--- src/rtl/jtag_scan_master.sv ---
// jtag_scan_master
//   Host-side JTAG master. Accepts one command at a time (TAP reset, IR scan,
//   DR scan, idle run), drives a registered TMS/TDI stream into the target TAP,
//   captures TDO while shifting and returns it as a single-cycle response.
//   A mirror of the target TAP state (0=Test_Logic_Reset .. 15=Update_IR) is
//   kept on tap_state_obs.
//
//   Optional feature: define JTAG_SCAN_CHECK_EN to add cmd_expect/cmd_mask
//   inputs; rsp_err is then also raised when masked shifted bits of the
//   captured data differ from the expected value.
//
// Ports
//   clk            TCK-domain clock, rising edge
//   TRST           asynchronous active-high reset
//   cmd_valid      command offered
//   cmd_ready      master idle, command accepted when valid & ready
//   cmd_type       00 TAP reset, 01 IR scan, 10 DR scan, 11 idle run
//   cmd_len        DR bit count / idle Run_Test_Idle cycle count
//   cmd_data       TDI data, LSB shifted first
//   cmd_expect     (JTAG_SCAN_CHECK_EN) expected TDO data
//   cmd_mask       (JTAG_SCAN_CHECK_EN) compare mask
//   rsp_valid      one-cycle completion pulse
//   rsp_data       captured TDO, LSB = first bit shifted
//   rsp_err        rejected command or compare failure
//   TMS, TDI       registered outputs to target
//   TDO            target data out
//   tap_state_obs  mirrored target TAP state
//   busy           ~cmd_ready
module jtag_scan_master #(
    parameter int MAX_LEN = 32,
    parameter int IR_LEN  = 4
) (
    input  logic               clk,
    input  logic               TRST,
    input  logic               cmd_valid,
    output logic               cmd_ready,
    input  logic [1:0]         cmd_type,
    input  logic [5:0]         cmd_len,
    input  logic [MAX_LEN-1:0] cmd_data,
`ifdef JTAG_SCAN_CHECK_EN
    input  logic [MAX_LEN-1:0] cmd_expect,
    input  logic [MAX_LEN-1:0] cmd_mask,
`endif
    output logic               rsp_valid,
    output logic [MAX_LEN-1:0] rsp_data,
    output logic               rsp_err,
    output logic               TMS,
    output logic               TDI,
    input  logic               TDO,
    output logic [3:0]         tap_state_obs,
    output logic               busy
);

    typedef enum logic [3:0] {
        TAP_TLR, TAP_RTI, TAP_SEL_DR, TAP_CAP_DR, TAP_SHIFT_DR, TAP_EX1_DR,
        TAP_PAUSE_DR, TAP_EX2_DR, TAP_UPD_DR, TAP_SEL_IR, TAP_CAP_IR,
        TAP_SHIFT_IR, TAP_EX1_IR, TAP_PAUSE_IR, TAP_EX2_IR, TAP_UPD_IR
    } tap_state_t;

    typedef enum logic [1:0] {
        CMD_RESET, CMD_IR, CMD_DR, CMD_RUN
    } cmd_t;

    typedef enum logic [2:0] {
        M_IDLE, M_RESET, M_TO_RTI, M_SEL, M_SHIFT, M_EXIT, M_RUN, M_DONE
    } mstate_t;

    localparam logic [MAX_LEN-1:0] ALL_ONES = '1;

    function automatic tap_state_t tap_next(input tap_state_t s, input logic tms);
        tap_state_t n;
        n = TAP_TLR;
        case (s)
            TAP_TLR:      n = tms ? TAP_TLR    : TAP_RTI;
            TAP_RTI:      n = tms ? TAP_SEL_DR : TAP_RTI;
            TAP_SEL_DR:   n = tms ? TAP_SEL_IR : TAP_CAP_DR;
            TAP_CAP_DR:   n = tms ? TAP_EX1_DR : TAP_SHIFT_DR;
            TAP_SHIFT_DR: n = tms ? TAP_EX1_DR : TAP_SHIFT_DR;
            TAP_EX1_DR:   n = tms ? TAP_UPD_DR : TAP_PAUSE_DR;
            TAP_PAUSE_DR: n = tms ? TAP_EX2_DR : TAP_PAUSE_DR;
            TAP_EX2_DR:   n = tms ? TAP_UPD_DR : TAP_SHIFT_DR;
            TAP_UPD_DR:   n = tms ? TAP_SEL_DR : TAP_RTI;
            TAP_SEL_IR:   n = tms ? TAP_TLR    : TAP_CAP_IR;
            TAP_CAP_IR:   n = tms ? TAP_EX1_IR : TAP_SHIFT_IR;
            TAP_SHIFT_IR: n = tms ? TAP_EX1_IR : TAP_SHIFT_IR;
            TAP_EX1_IR:   n = tms ? TAP_UPD_IR : TAP_PAUSE_IR;
            TAP_PAUSE_IR: n = tms ? TAP_EX2_IR : TAP_PAUSE_IR;
            TAP_EX2_IR:   n = tms ? TAP_UPD_IR : TAP_SHIFT_IR;
            TAP_UPD_IR:   n = tms ? TAP_SEL_DR : TAP_RTI;
            default:      n = TAP_TLR;
        endcase
        return n;
    endfunction

    mstate_t            state, state_next;
    tap_state_t         tap, tap_nxt;
    logic [5:0]         cnt;
    cmd_t               lat_typ;
    logic [5:0]         lat_len;
    logic [MAX_LEN-1:0] data_sh;
    logic [MAX_LEN-1:0] cap;
    logic               samp_en;
    logic [5:0]         samp_idx;
    logic [5:0]         nbits;
    logic               last_bit;
    logic               accept;
    logic               dr_bad;
    logic               mis;
    logic               tms_d, tdi_d;
    logic [MAX_LEN-1:0] rsp_data_d;
    logic               rsp_err_d;
`ifdef JTAG_SCAN_CHECK_EN
    logic [MAX_LEN-1:0] lat_expect;
    logic [MAX_LEN-1:0] lat_mask;
`endif

    assign accept        = cmd_valid && cmd_ready && (state == M_IDLE);
    assign dr_bad        = (cmd_len == 6'd0) || ({1'b0, cmd_len} > 7'(MAX_LEN));
    assign tap_nxt       = tap_next(tap, TMS);
    assign tap_state_obs = tap;
    assign busy          = ~cmd_ready;
    assign nbits         = (lat_typ == CMD_IR) ? 6'(IR_LEN) :
                           (lat_typ == CMD_DR) ? lat_len : 6'd0;
    assign last_bit      = (cnt == nbits - 6'd1);

`ifdef JTAG_SCAN_CHECK_EN
    assign mis = |((cap ^ lat_expect) & lat_mask & ~(ALL_ONES << nbits));
`else
    assign mis = 1'b0;
`endif

    // State register
    always_ff @(posedge clk or posedge TRST) begin
        if (TRST) state <= M_IDLE;
        else      state <= state_next;
    end

    // Next-state logic
    always_comb begin
        state_next = state;
        case (state)
            M_IDLE: begin
                if (accept) begin
                    case (cmd_type)
                        CMD_RESET: state_next = M_RESET;
                        CMD_IR:    state_next = (tap == TAP_TLR) ? M_TO_RTI : M_SEL;
                        CMD_DR: begin
                            if (dr_bad)              state_next = M_DONE;
                            else if (tap == TAP_TLR) state_next = M_TO_RTI;
                            else                     state_next = M_SEL;
                        end
                        default: begin
                            if (cmd_len == 6'd0)     state_next = M_DONE;
                            else if (tap == TAP_TLR) state_next = M_TO_RTI;
                            else                     state_next = M_RUN;
                        end
                    endcase
                end
            end
            M_RESET:  if (cnt == 6'd5) state_next = M_DONE;
            M_TO_RTI: state_next = (lat_typ == CMD_RUN) ? M_RUN : M_SEL;
            M_SEL:    if (cnt == ((lat_typ == CMD_IR) ? 6'd3 : 6'd2)) state_next = M_SHIFT;
            M_SHIFT:  if (last_bit) state_next = M_EXIT;
            M_EXIT:   if (cnt == 6'd1) state_next = M_DONE;
            M_RUN:    if (cnt == lat_len - 6'd1) state_next = M_DONE;
            M_DONE:   state_next = M_IDLE;
            default:  state_next = M_IDLE;
        endcase
    end

    // Output logic: value TMS/TDI take at the next edge, and response contents
    always_comb begin
        tms_d      = 1'b0;
        tdi_d      = 1'b0;
        rsp_data_d = cap;
        rsp_err_d  = mis;
        case (state)
            // Park: hold the TAP where the mirror is about to be
            M_IDLE, M_DONE: tms_d = (tap_nxt != TAP_RTI);
            M_RESET:        tms_d = (cnt != 6'd5);
            M_TO_RTI:       tms_d = 1'b0;
            M_SEL:          tms_d = (lat_typ == CMD_IR) ? (cnt < 6'd2) : (cnt == 6'd0);
            M_SHIFT: begin
                tms_d = last_bit;
                tdi_d = data_sh[0];
            end
            M_EXIT:         tms_d = (cnt == 6'd0);
            default:        tms_d = 1'b0;
        endcase
        // Direct IDLE->DONE only happens for rejected DR lengths or zero-length idle
        if (state == M_IDLE) begin
            rsp_data_d = '0;
            rsp_err_d  = (cmd_type == CMD_DR);
        end
    end

    // Datapath and registered outputs
    always_ff @(posedge clk or posedge TRST) begin
        if (TRST) begin
            TMS        <= 1'b1;
            TDI        <= 1'b0;
            cmd_ready  <= 1'b0;
            rsp_valid  <= 1'b0;
            rsp_data   <= '0;
            rsp_err    <= 1'b0;
            tap        <= TAP_TLR;
            cnt        <= '0;
            lat_typ    <= CMD_RESET;
            lat_len    <= '0;
            data_sh    <= '0;
            cap        <= '0;
            samp_en    <= 1'b0;
            samp_idx   <= '0;
`ifdef JTAG_SCAN_CHECK_EN
            lat_expect <= '0;
            lat_mask   <= '0;
`endif
        end else begin
            TMS       <= tms_d;
            TDI       <= tdi_d;
            tap       <= tap_nxt;
            cmd_ready <= (state_next == M_IDLE);
            rsp_valid <= (state_next == M_DONE);

            if (state_next != state || state == M_IDLE) cnt <= '0;
            else                                       cnt <= cnt + 6'd1;

            if (accept) begin
                lat_typ    <= cmd_t'(cmd_type);
                lat_len    <= cmd_len;
                data_sh    <= cmd_data;
`ifdef JTAG_SCAN_CHECK_EN
                lat_expect <= cmd_expect;
                lat_mask   <= cmd_mask;
`endif
            end else if (state == M_SHIFT) begin
                data_sh <= data_sh >> 1;
            end

            // TDO for bit k is taken on the edge after TDI=bit k was launched
            samp_en  <= (state == M_SHIFT);
            samp_idx <= cnt;
            if (accept)       cap <= '0;
            else if (samp_en) cap <= cap | ({{(MAX_LEN-1){1'b0}}, TDO} << samp_idx);

            if (state_next == M_DONE) begin
                rsp_data <= rsp_data_d;
                rsp_err  <= rsp_err_d;
            end
        end
    end

endmodule

--- config.mk ---
export PLATFORM = sky130hd
export DESIGN_NAME = jtag_scan_master
export DESIGN_NICKNAME = d
export VERILOG_FILES = /design/src/rtl/jtag_scan_master.sv
export SDC_FILE = /design/constraint.sdc
export NUM_CORES = 1
export LEC_CHECK = 0
export BUFFER_PORTS_ARGS = -buffer_cell sky130_fd_sc_hd__clkbuf_2
export CORE_MARGIN = 3
export CORE_UTILIZATION = 55
export CTS_CLUSTER_SIZE = 28
export DETAILED_ROUTE_END_ITERATION = 12
export GPL_TIMING_DRIVEN = 0
export HOLD_SLACK_MARGIN = 0.05
export PLACE_DENSITY = 0.77
export RECOVER_POWER = 50
export SLEW_MARGIN = 10
export SYNTH_ARGS = -nofsm -noshare
export SYNTH_HDL_FRONTEND = slang
export SYNTH_SLANG_ARGS = --single-unit
export TNS_END_PERCENT = 30
--- constraint.sdc ---
create_clock -name clk -period 6.1 [get_ports clk]
set_clock_uncertainty 0.15 [all_clocks]
set_input_delay 1.22 -clock clk [delete_from_list [all_inputs] [get_ports clk]]
set_output_delay 1.22 -clock clk [all_outputs]
set_load 0.005 [all_outputs]
==> reports/qor.yml, run 1 <==
worst_setup_path:
  worstPathRequired_ns: 6.26
  crit_type: "input port to asynchronous set/reset pin"
  crit_start: "TRST"
  reg2regPathDepth: 11
  r2r-start: "lat_typ[1]"
  r2r_slack_ns: 2.14
  start_kind: "input port"
  arrival_ns: 4.20
  end_kind: "asynchronous set/reset pin"
  critPathMaxFanout: 71
logic_synthesis:
  synth-main-ff-cell: "dfrtp_1"
  ys_seq_area_frac: 0.566
  synth.distinct_cells: 53
  synthesis.area_mm2: 0.00571
  syn_nets: 602
  synth_edf_count: 0
  netlist_instances: 553
  ys_ff_latch: 129
  yosysWarningCount: 0
  avgSynthCellArea_um2: 10.3
  async_flop_share: 1.00
detailed_routing:
  via_per_inst: 5.83
  vias: 4661
  drtAntennaViolNets: 0
  avgRoutedWirePerCell_um: 16.5
  wirelength_um: 13200
  firstDrtPassIters: 6
  drtIter0Drc: 276
  post-route-drc-count: 0
grt:
  grt.total_usage: 0.241
  antenna_found_initial: 0
  grt_pass1_vias: 4577
  grt_overflow_total: 0
  grt_max_degree: 72
  grt_first_pass_wirelength_um: 21900
timing:
  max_freq_mhz: 247
  rsz0062_at_grt: "no"
  fin_crit_sh: 0.662
  setup_slack_ns: 2.06
  slew_headroom: -0.671
  setup_tns_ns: 0
  hold_viol: 0
  slew_violations: 132
  setup_viol: 0
  worstMarginPinSlew_ns: 2.49
  fin_crit_ns: 4.04
final_layout:
  seqCellArea_mm2: 0.00323
  stdcell_count: 800
  fin_nets: 707
  drive_above_1_share: 0.193
  syn2layout_area_growth_pct: 20.4
  fill_cells: 783
  multi_input_area_mm2: 0.00227
  antenna_cells: 0
clocking:
  cts_hold_buf: 0
  h-tree-depth: 4
  cts_inserted_buffers: 17
  postCtsResizedCells: 0
  clock_path_buffers: 2
  insertion_delay_ns: 0.52
  cts.sink_count: 129
  post_cts_buffers: 0
  cts_root_buf: "clkbuf_8"
  tritoncts: "yes"
  clk_pin_slew_ns: 0.06
run_status:
  status: "finished with violations"
  violations: "capacitance limit, slew limit"
min_path:
  hold_path.class: "flop to flop"
  hold_start: "cnt[3]"
  hold_depth: 0
floorplan:
  die_w_um: 108
  die_area_mm2: 0.0116
  num_rows: 36
  core_area_mm2: 0.00991
  ios: 86
  initial_core_util: 0.576
  dieHeight_um: 108
placed_design:
  dp.cells: 772
  detailed_place_hpwl_um: 9060
  dp_slack_ns: 1.77
  place_congestion: 0.871
  io_buffers: 85
pwr:
  p_leak_nw: 3.42
  ir_drop_v: 0.000257
  finalPower_w: 0.00315
  power.density_mw_per_mm2: 458
flow_run:
  cap_violations: 2
-- cell usage after synthesis, types with 5 or more instances --
| master | number | area share |
|---|---|---|
| o21ai_0 | 11 | 0.0096 |
| mux2_2 | 8 | 0.016 |
| or3_1 | 6 | 0.0066 |
| ha_1 | 5 | 0.011 |
| dfrtp_1 | 128 | 0.56 |
| a22oi_1 | 31 | 0.041 |
| nand3_1 | 12 | 0.011 |
| xnor2_1 | 10 | 0.015 |
| a22o_1 | 32 | 0.049 |
| inv_1 | 15 | 0.0099 |
| nand2_1 | 77 | 0.051 |
| nor2b_1 | 9 | 0.0099 |
| a21oi_1 | 43 | 0.038 |
| xor2_1 | 8 | 0.012 |
| nor2_1 | 51 | 0.034 |
| clkbuf_1 | 22 | 0.014 |
| nor3_1 | 15 | 0.013 |
-- cell type report --
type	count	area share
Sequential cell	129	0.470
Multi-Input combinational cell	376	0.330
Clock buffer	22	0.0674
Timing Repair Buffer	86	0.0623
Tap cell	133	0.0242
Buffer	33	0.0224
Clock inverter	6	0.0157
Inverter	15	0.00838
-- worst paths after layout --
kind	end
worst min-delay path	samp_idx[3]
max in group clk	rsp_data[29]
min in group asynchronous	data_sh[10]
worst max register to register	rsp_data[29]
worst max-delay path	data_sh[19]
worst min register to register	samp_idx[3]
-- through the flow --
stage	instance area, um^2	util	hold slack (ns)
after floorplan	5710	-	0.202
after global placement	6300	0.636	0.206
after detailed placement	6330	0.639	0.209
after CTS	6900	0.696	0.219
after global routing	6870	0.693	0.226
final	6870	0.693	0.214
-- flip-flops by register name (all words and copies together) (netlist names) --
name	count
cmd_ready	1
lat_typ	2
cap	32
data_sh	32
samp_en	1
lat_len	6
state	3
tap_state_obs	4
rsp_err	1
rsp_data	32
cnt	6
rsp_valid	1
TMS	1
TDI	1
samp_idx	6
-- cell usage in the layout, fill, tap and decap left out, drive strengths merged, types with 5 or more instances in the layout --
| master | Yosys | layout |
|---|---|---|
| a21oi | 43 | 43 |
| a22o | 32 | 32 |
| a22oi | 31 | 31 |
| buf | 11 | 9 |
| clkbuf | 22 | 132 |
| dfrtp | 128 | 128 |
| ha | 5 | 5 |
| inv | 15 | 14 |
| mux2 | 8 | 8 |
| nand2 | 77 | 77 |
| nand3 | 12 | 12 |
| nor2 | 51 | 51 |
| nor2b | 9 | 9 |
| nor3 | 15 | 15 |
| o21ai | 11 | 11 |
| or3 | 6 | 6 |
| xnor2 | 10 | 10 |
| xor2 | 8 | 8 |
-- routing by layer --
layer,track usage,part of all wire
met2,0.399,0.49
met1,0.302,0.43
met3,0.0648,0.055
met5,0,0
met4,0.0920,0.024
-- critical path, stage by stage --
cell and delay, ns:
clkbuf_2 0.09, clkinvlp_2 1.41, clkbuf_2 1.41
-- logic make-up (layout without fill, tap and decap cells) --
group,Yosys count,after routing,synth area share
DFF,129,129,0.566
AOI/OAI and AO/OA,145,145,0.177
muxes,9,9,0.0175
adders and majority gates,5,5,0.0110
xor gates and xnor gates,19,19,0.0316
buffers and inverters,48,162,0.0371
and+or+nand+nor,198,198,0.160
-- power by group --
part,total [W],internal [W],switching [W]
clock,0.000986,0.000644,0.000342
combinational,0.000957,0.000383,0.000574
sequential,0.00120,0.00105,0.000156
Note: power is estimated with default switching activity, not from simulation.
==> run 2, diff against run 1 <==
==> constraint.sdc (replaced) <==
create_clock -name clk -period 3.8 [get_ports clk]
set_clock_uncertainty 0.15 [all_clocks]
set_input_delay 0.76 -clock clk [delete_from_list [all_inputs] [get_ports clk]]
set_output_delay 0.76 -clock clk [all_outputs]
set_load 0.005 [all_outputs]
==> run 2 against run 1 <==
Compared with the run above: the flow still finishes with violations (capacitance limit, slew limit); die area did not move; final cell count rose by 0.88%; worst hold slack got worse by 0.035 ns; critical path type is now flop to flop; largest cell class unchanged; largest power group unchanged.
==> reports/qor.yml, run 2 (same netlist as run 1, synthesis figures left out) <==
clocking:
  clock_path_buffers: 2  # unchanged
  cts_inserted_buffers: 17  # unchanged
  cts.sink_count: 129  # unchanged
  clk_pin_slew_ns: 0.06  # about the same
  cts_root_buf: "clkbuf_8"
  tritoncts: "yes"
  insertion_delay_ns: 0.53  # about the same
  cts_hold_buf: 0  # unchanged
  h-tree-depth: 4  # unchanged
final_layout:
  stdcell_count: 807  # +0.88%
  reg.largest.list: "cap x32, data_sh x32, rsp_data x32"
  final_common_cell: "dfrtp_1"
  multi_input_area_mm2: 0.00229  # +0.88%
  fin_nets: 712  # +0.71%
  drive_above_1_share: 0.208  # +0.0143
  seqCellArea_mm2: 0.00323  # unchanged
  antenna_cells: 0  # unchanged
  fill_cells: 781  # -0.26%
  syn2layout_area_growth_pct: 21.4
  final_cell_mix: "128 x dfrtp_1, 84 x clkbuf_2, 77 x nand2_1"
timing:
  fin_crit_ns: 3.61
  setup_viol: 0  # unchanged
  fin_crit_sh: 0.951
  max_freq_mhz: 277
  slew_headroom: -0.176  # +0.495
  hold_viol: 0  # unchanged
  slew_violations: 36  # -73%
  worstMarginPinSlew_ns: 1.76  # -0.729 ns
worst_setup_path:
  crit_type: "flop to flop"
  critPathMaxFanout: 10  # -86%
  end_kind: "flop"
  worstPathRequired_ns: 4.06  # -2.20 ns
  r2r_slack_ns: 0.19  # -1.95 ns
  arrival_ns: 3.87  # -0.33 ns
  start_kind: "flop"
floorplan:
  initial_core_util: 0.576  # unchanged
  num_rows: 36  # unchanged
  die_w_um: 108  # unchanged
  core_area_mm2: 0.00991  # unchanged
  die_area_mm2: 0.0116  # unchanged
  ios: 86  # unchanged
  dieHeight_um: 108  # unchanged
pwr:
  p_leak_nw: 3.44  # +0.67%
  finalPower_w: 0.00510  # +62%
  ir_drop_v: 0.000384  # +49%
  power.density_mw_per_mm2: 736  # +61%
placed_design:
  place_congestion: 0.879  # +0.87%
  io_buffers: 85  # unchanged
  dp.cells: 775  # +0.39%
  detailed_place_hpwl_um: 9130  # +0.82%
detailed_routing:
  vias: 4679  # +0.39%
  avgRoutedWirePerCell_um: 16.1  # -2.0%
  drtAntennaViolNets: 0  # unchanged
  drtIter0Drc: 277  # +0.36%
  firstDrtPassIters: 5  # -1
  via_per_inst: 5.80  # -0.48%
  wirelength_um: 13000  # -1.2%
  post-route-drc-count: 0  # unchanged
grt:
  grt_overflow_total: 0  # unchanged
  grt.total_usage: 0.233  # -0.00775
  grt_pass1_vias: 4475  # -2.2%
  grt_first_pass_wirelength_um: 21200  # -3.1%
  grt_max_degree: 36  # -50%
  antenna_found_initial: 0  # unchanged
min_path:
  hold_path.class: "input port to asynchronous set/reset pin"
flow_run:
  cap_violations: 1  # -1
run_status:
  status: "finished with violations"
  violations: "capacitance limit, slew limit"
[run 2: timing repair]
| action | CTS | global route |
|---|---|---|
| resized for setup | 2 | 3 |
| endpoints found under the setup margin | 30 | 39 |
| setup buffers | 0 | 2 |
| pin swaps | 0 | 1 |
[run 2: path summary, 6_finish.rpt]
check | start | to | depth (start not counted)
worst max-delay path | lat_typ[1] | rsp_data[5] | 12
worst max register to register | lat_typ[1] | rsp_data[5] | 12
max in group asynchronous | TRST | cap[17] | 4
worst min-delay path | TRST | rsp_data[7] | 2
min in group clk | cnt[4] | samp_idx[4] | 0
worst min register to register | cnt[4] | samp_idx[4] | 0
[run 2: per-layer routing]
metal  vias to the layer above  wire length (um)  GRT usage
met2                       171              6490      0.374
met1                      2303              5460      0.307
li1                       2178                 -          -
met4                         0               286     0.0875
met3                        27               792     0.0594
met5                         -                 0          0
[run 2: stage by stage]
step           cell area (um^2)  setup WS (ns)  TNS [ns]  hold WS (ns)  utilization
5_1_grt                    6930       -0.00875   -0.0149         0.232        0.699
3_3_place_gp               6300        -0.0405    -0.782         0.207        0.636
4_1_cts                    6980         0.0758         0         0.108        0.704
2_1_floorplan              5710          0.461         0         0.202            -
3_5_place_dp               6400         -0.257     -6.89         0.208        0.646
6_report                   6930          0.187         0         0.180        0.699
[run 2: power breakdown]
part	total, W	switching (W)	leakage [nW]	internal, W
Clock	0.00159	0.000600	0.276	0.000992
Sequential	0.00193	0.000253	1.73	0.00168
Combinational	0.00157	0.000937	1.43	0.000636
[run 2: critical path, stage by stage, from the launching register on]
cell and delay [ns]:
dfrtp_1 0.33, clkbuf_1 0.30, nor2b_2 0.31, nand2_1 0.12
ha_1 0.28, xor2_1 0.24, o211ai_1 0.16, a2111oi_2 0.43
a311oi_2 0.24, or3_1 0.35, buf_4 0.19, buf_6 0.15
a22o_1 0.23
[run 2: area by class of cell]
cell class,instances,area share
timing repair buffer,91,0.0656
clock inverter,13,0.0235
tap,133,0.0240
clock buffer,17,0.0598
sequential,129,0.466
buffer,33,0.0224
multi-input combinational,376,0.330
inverter,15,0.00831
==> run 3, diff against run 2 <==
--- a/config.mk
+++ b/config.mk
@@ -5,9 +5,11 @@
 export SDC_FILE = /design/constraint.sdc
 export NUM_CORES = 1
 export LEC_CHECK = 0
+export ABC_AREA = 1
 export BUFFER_PORTS_ARGS = -buffer_cell sky130_fd_sc_hd__clkbuf_2
 export CORE_MARGIN = 3
 export CORE_UTILIZATION = 55
+export CTS_CLUSTER_DIAMETER = 150
 export CTS_CLUSTER_SIZE = 28
 export DETAILED_ROUTE_END_ITERATION = 12
 export GPL_TIMING_DRIVEN = 0
==> run 3 against run 2 <==
Compared with the run above: the flow now finishes without violations; via count grew 25%; total power up 30%; first-iteration DRC count is 21% higher.
==> reports/qor.yml, run 3 <==
run_status:
  status: "finished clean"
final_layout:
  stdcell_count: 1094  # +36%
  final_common_cell: "nand2_1"
  seqCellArea_mm2: 0.00323  # unchanged
  fill_cells: 955  # +22%
  syn2layout_area_growth_pct: 20.2
  multi_input_area_mm2: 0.00274  # +20%
  final_area_mm2: 0.00782  # +13%
  reg.largest.list: "cap x32, data_sh x32, rsp_data x32"
  fin_nets: 987  # +39%
  antenna_cells: 0  # unchanged
  drive_above_1_share: 0.169  # -0.0384
  final_cell_mix: "225 x nand2_1, 128 x dfrtp_1, 96 x nor2_1"
pwr:
  ir_drop_v: 0.000527  # +37%
  power.density_mw_per_mm2: 851  # +16%
  p_leak_nw: 4.09  # +19%
floorplan:
  core_area_mm2: 0.0115  # +16%
  ios: 86  # unchanged
  initial_core_util: 0.567  # -0.00884
  dieHeight_um: 115  # +6.4%
  num_rows: 39  # +8.3%
  die_w_um: 115  # +6.4%
  die_area_mm2: 0.0132  # +13%
logic_synthesis:
  synth_edf_count: 0  # unchanged
  synth_area_leaders: "dfrtp_1 49%, nand2_1 13%, nor2_1 5.5%, inv_1 5.0%, nand3_1 4.8%"
  yosysWarningCount: 0  # unchanged
  synth-main-ff-cell: "dfrtp_1"
  synthTopCellsByCount: "224 x nand2_1, 128 x dfrtp_1, 96 x nor2_1"
  syn_nets: 880  # +46%
  ys_seq_area_frac: 0.497  # -0.0693
  yosysTopAreaCell: "dfrtp_1"
  synth-adder-area-share: 0.00962  # -0.00134
  async_flop_share: 1.00  # unchanged
  netlist_instances: 831  # +50%
  ys_ff_latch: 129  # unchanged
  avgSynthCellArea_um2: 7.82  # -24%
  synthesis.area_mm2: 0.00650  # +14%
  synth.most_common_cell: "nand2_1"
  synth_compound_area_frac: 0.0908  # -0.0859
  synth.distinct_cells: 34  # -36%
  synth-simple-area-share: 0.310  # +0.150
  synth.area.mux_share: 0  # -0.0175
  synth-xor-area-share: 0.0108  # -0.0208
  synthDominantCellAreaShare: 0.493  # -0.0687
  synth_top_family_by_area: "simple AND/OR/NAND/NOR gates"
timing:
  slew_violations: 0  # -100%
  fin_crit_sh: 0.721  # -0.230
  hold_viol: 0  # unchanged
  rsz0062_at_grt: "no"
  setup_viol: 0  # unchanged
  fin_crit_ns: 2.74  # -0.873 ns
  worstMarginPinSlew_ns: 1.15  # -0.616 ns
  setup_slack_ns: 1.06  # +0.873 ns
  slew_headroom: 0.235  # +0.411
  setup_tns_ns: 0  # unchanged
  worst_hold_slack_ns: 0.225  # +0.0452 ns
  max_freq_mhz: 365  # +32%
worst_setup_path:
  r2r_slack_ns: 1.23  # +1.04 ns
  worstPathRequired_ns: 4.15  # +0.09 ns
  cp_cell_sequence: "clkbuf_2, clkinvlp_2, clkbuf_1, buf_12, clkbuf_2"
  cp_num_buf_inv: 5  # +2
  crit_type: "input port to asynchronous set/reset pin"
  start_kind: "input port"
  arrival_ns: 3.09  # -0.78 ns
  critical-path-top-delay-family: "buffers and inverters"
  cp_slowest_cell: "clkbuf_1"
  end_kind: "asynchronous set/reset pin"
  critPathMaxFanout: 33  # +23
  critPathMostFrequentCell: "clkbuf_2"
  crit_path_max_incr_delay_ns: 0.91  # +0.48 ns
min_path:
  hold_path.class: "flop to flop"
clocking:
  cts_root_buf: "clkbuf_16"
  insertion_delay_ns: 0.42  # -0.11 ns
  clock_path_buffers: 2  # unchanged
  cts_inserted_buffers: 17  # unchanged
  clk_pin_slew_ns: 0.06  # about the same
  h-tree-depth: 4  # unchanged
  cts.sink_count: 129  # unchanged
  tritoncts: "yes"
  postCtsResizedCells: 0  # -2
  cts_hold_buf: 0  # unchanged
  post_cts_buffers: 0  # unchanged
grt:
  grt_first_pass_wirelength_um: 25800  # +22%
  antenna_found_initial: 0  # unchanged
  grt_pass1_vias: 5517  # +23%
  grt_overflow_total: 0  # unchanged
  grt.total_usage: 0.249  # +0.0153
  grt_max_degree: 37  # +2.8%
flow_run:
  cap_violations: 0  # -1
detailed_routing:
  avgRoutedWirePerCell_um: 14.1  # -13%
  dr.max_layer_used: "met4"
  drtAntennaViolNets: 0  # unchanged
  drt-met1-wl_um: 6820  # +25%
  drtIter0Drc: 334  # +21%
  firstDrtPassIters: 5  # unchanged
  met3_length_um: 880  # +11%
  via_per_inst: 5.36  # -7.5%
  vias: 5866  # +25%
  post-route-drc-count: 0  # unchanged
  met2_length_um: 7280  # +12%
  wirelength_um: 15400  # +18%
placed_design:
  dp.cells: 1062  # +37%
  dpl_cell_area_mm2: 0.00720  # +13%
  dp_slack_ns: 1.02  # +1.28 ns
  detailed_place_hpwl_um: 10900  # +20%
  io_buffers: 84  # -1.2%
  place_congestion: 0.904  # +2.9%
[run 3: cell count changes after synthesis, moves of 9 or more]
cell,previous run,this run
nand2_1,77,224
inv_1,15,87
nand3_1,12,63
nor2_1,51,96
nand4_1,2,42
a22o_1,32,0
nand2_2,0,12
o21ai_0,11,21
nor2b_1,9,0
[run 3: metal layers]
metal,vias to the layer above,track usage
met5,-,0
met4,0,0.107
met3,35,0.0632
met2,174,0.394
met1,2742,0.327
li1,2915,-
[run 3: area by class of cell]
cell class              count  share of cell area
multi-input cells         570               0.350
clock inverters            11              0.0266
inverters                  93              0.0448
repair buffers             88              0.0599
plain buffers              39              0.0239
flip-flops and latches    129               0.413
clock buffers              21              0.0589
well taps                 143              0.0229
[run 3: final timing paths]
path / depth (start not counted) / startpoint / endpoint
min in group asynchronous: 2 / TRST / tap_state_obs[2]
worst min register to register: 0 / cnt[2] / samp_idx[2]
worst min-delay path: 0 / cnt[2] / samp_idx[2]
worst max-delay path: 5 / TRST / rsp_data[23]
max in group clk: 17 / lat_typ[0] / rsp_data[28]
worst max register to register: 17 / lat_typ[0] / rsp_data[28]
[run 3: stage by stage]
step,total power [W],utilization
3_3_place_gp,0.00472,0.620
6_report,0.00665,0.682
5_1_grt,0.00716,0.682
3_5_place_dp,0.00480,0.628
2_1_floorplan,0.00408,-
4_1_cts,0.00668,0.686
[run 3: where the power goes]
part           internal [W]  leakage, nW  switching (W)
clock network       0.00126        0.327       0.000580
registers           0.00188         1.67       0.000317
logic              0.000911         2.09        0.00170
[run 3: cells by family after synthesis]
family	after synthesis
compound gates	99
xor+xnor	8
fa+ha+maj	5
flops	129
simple gates	458
buf+inv	132
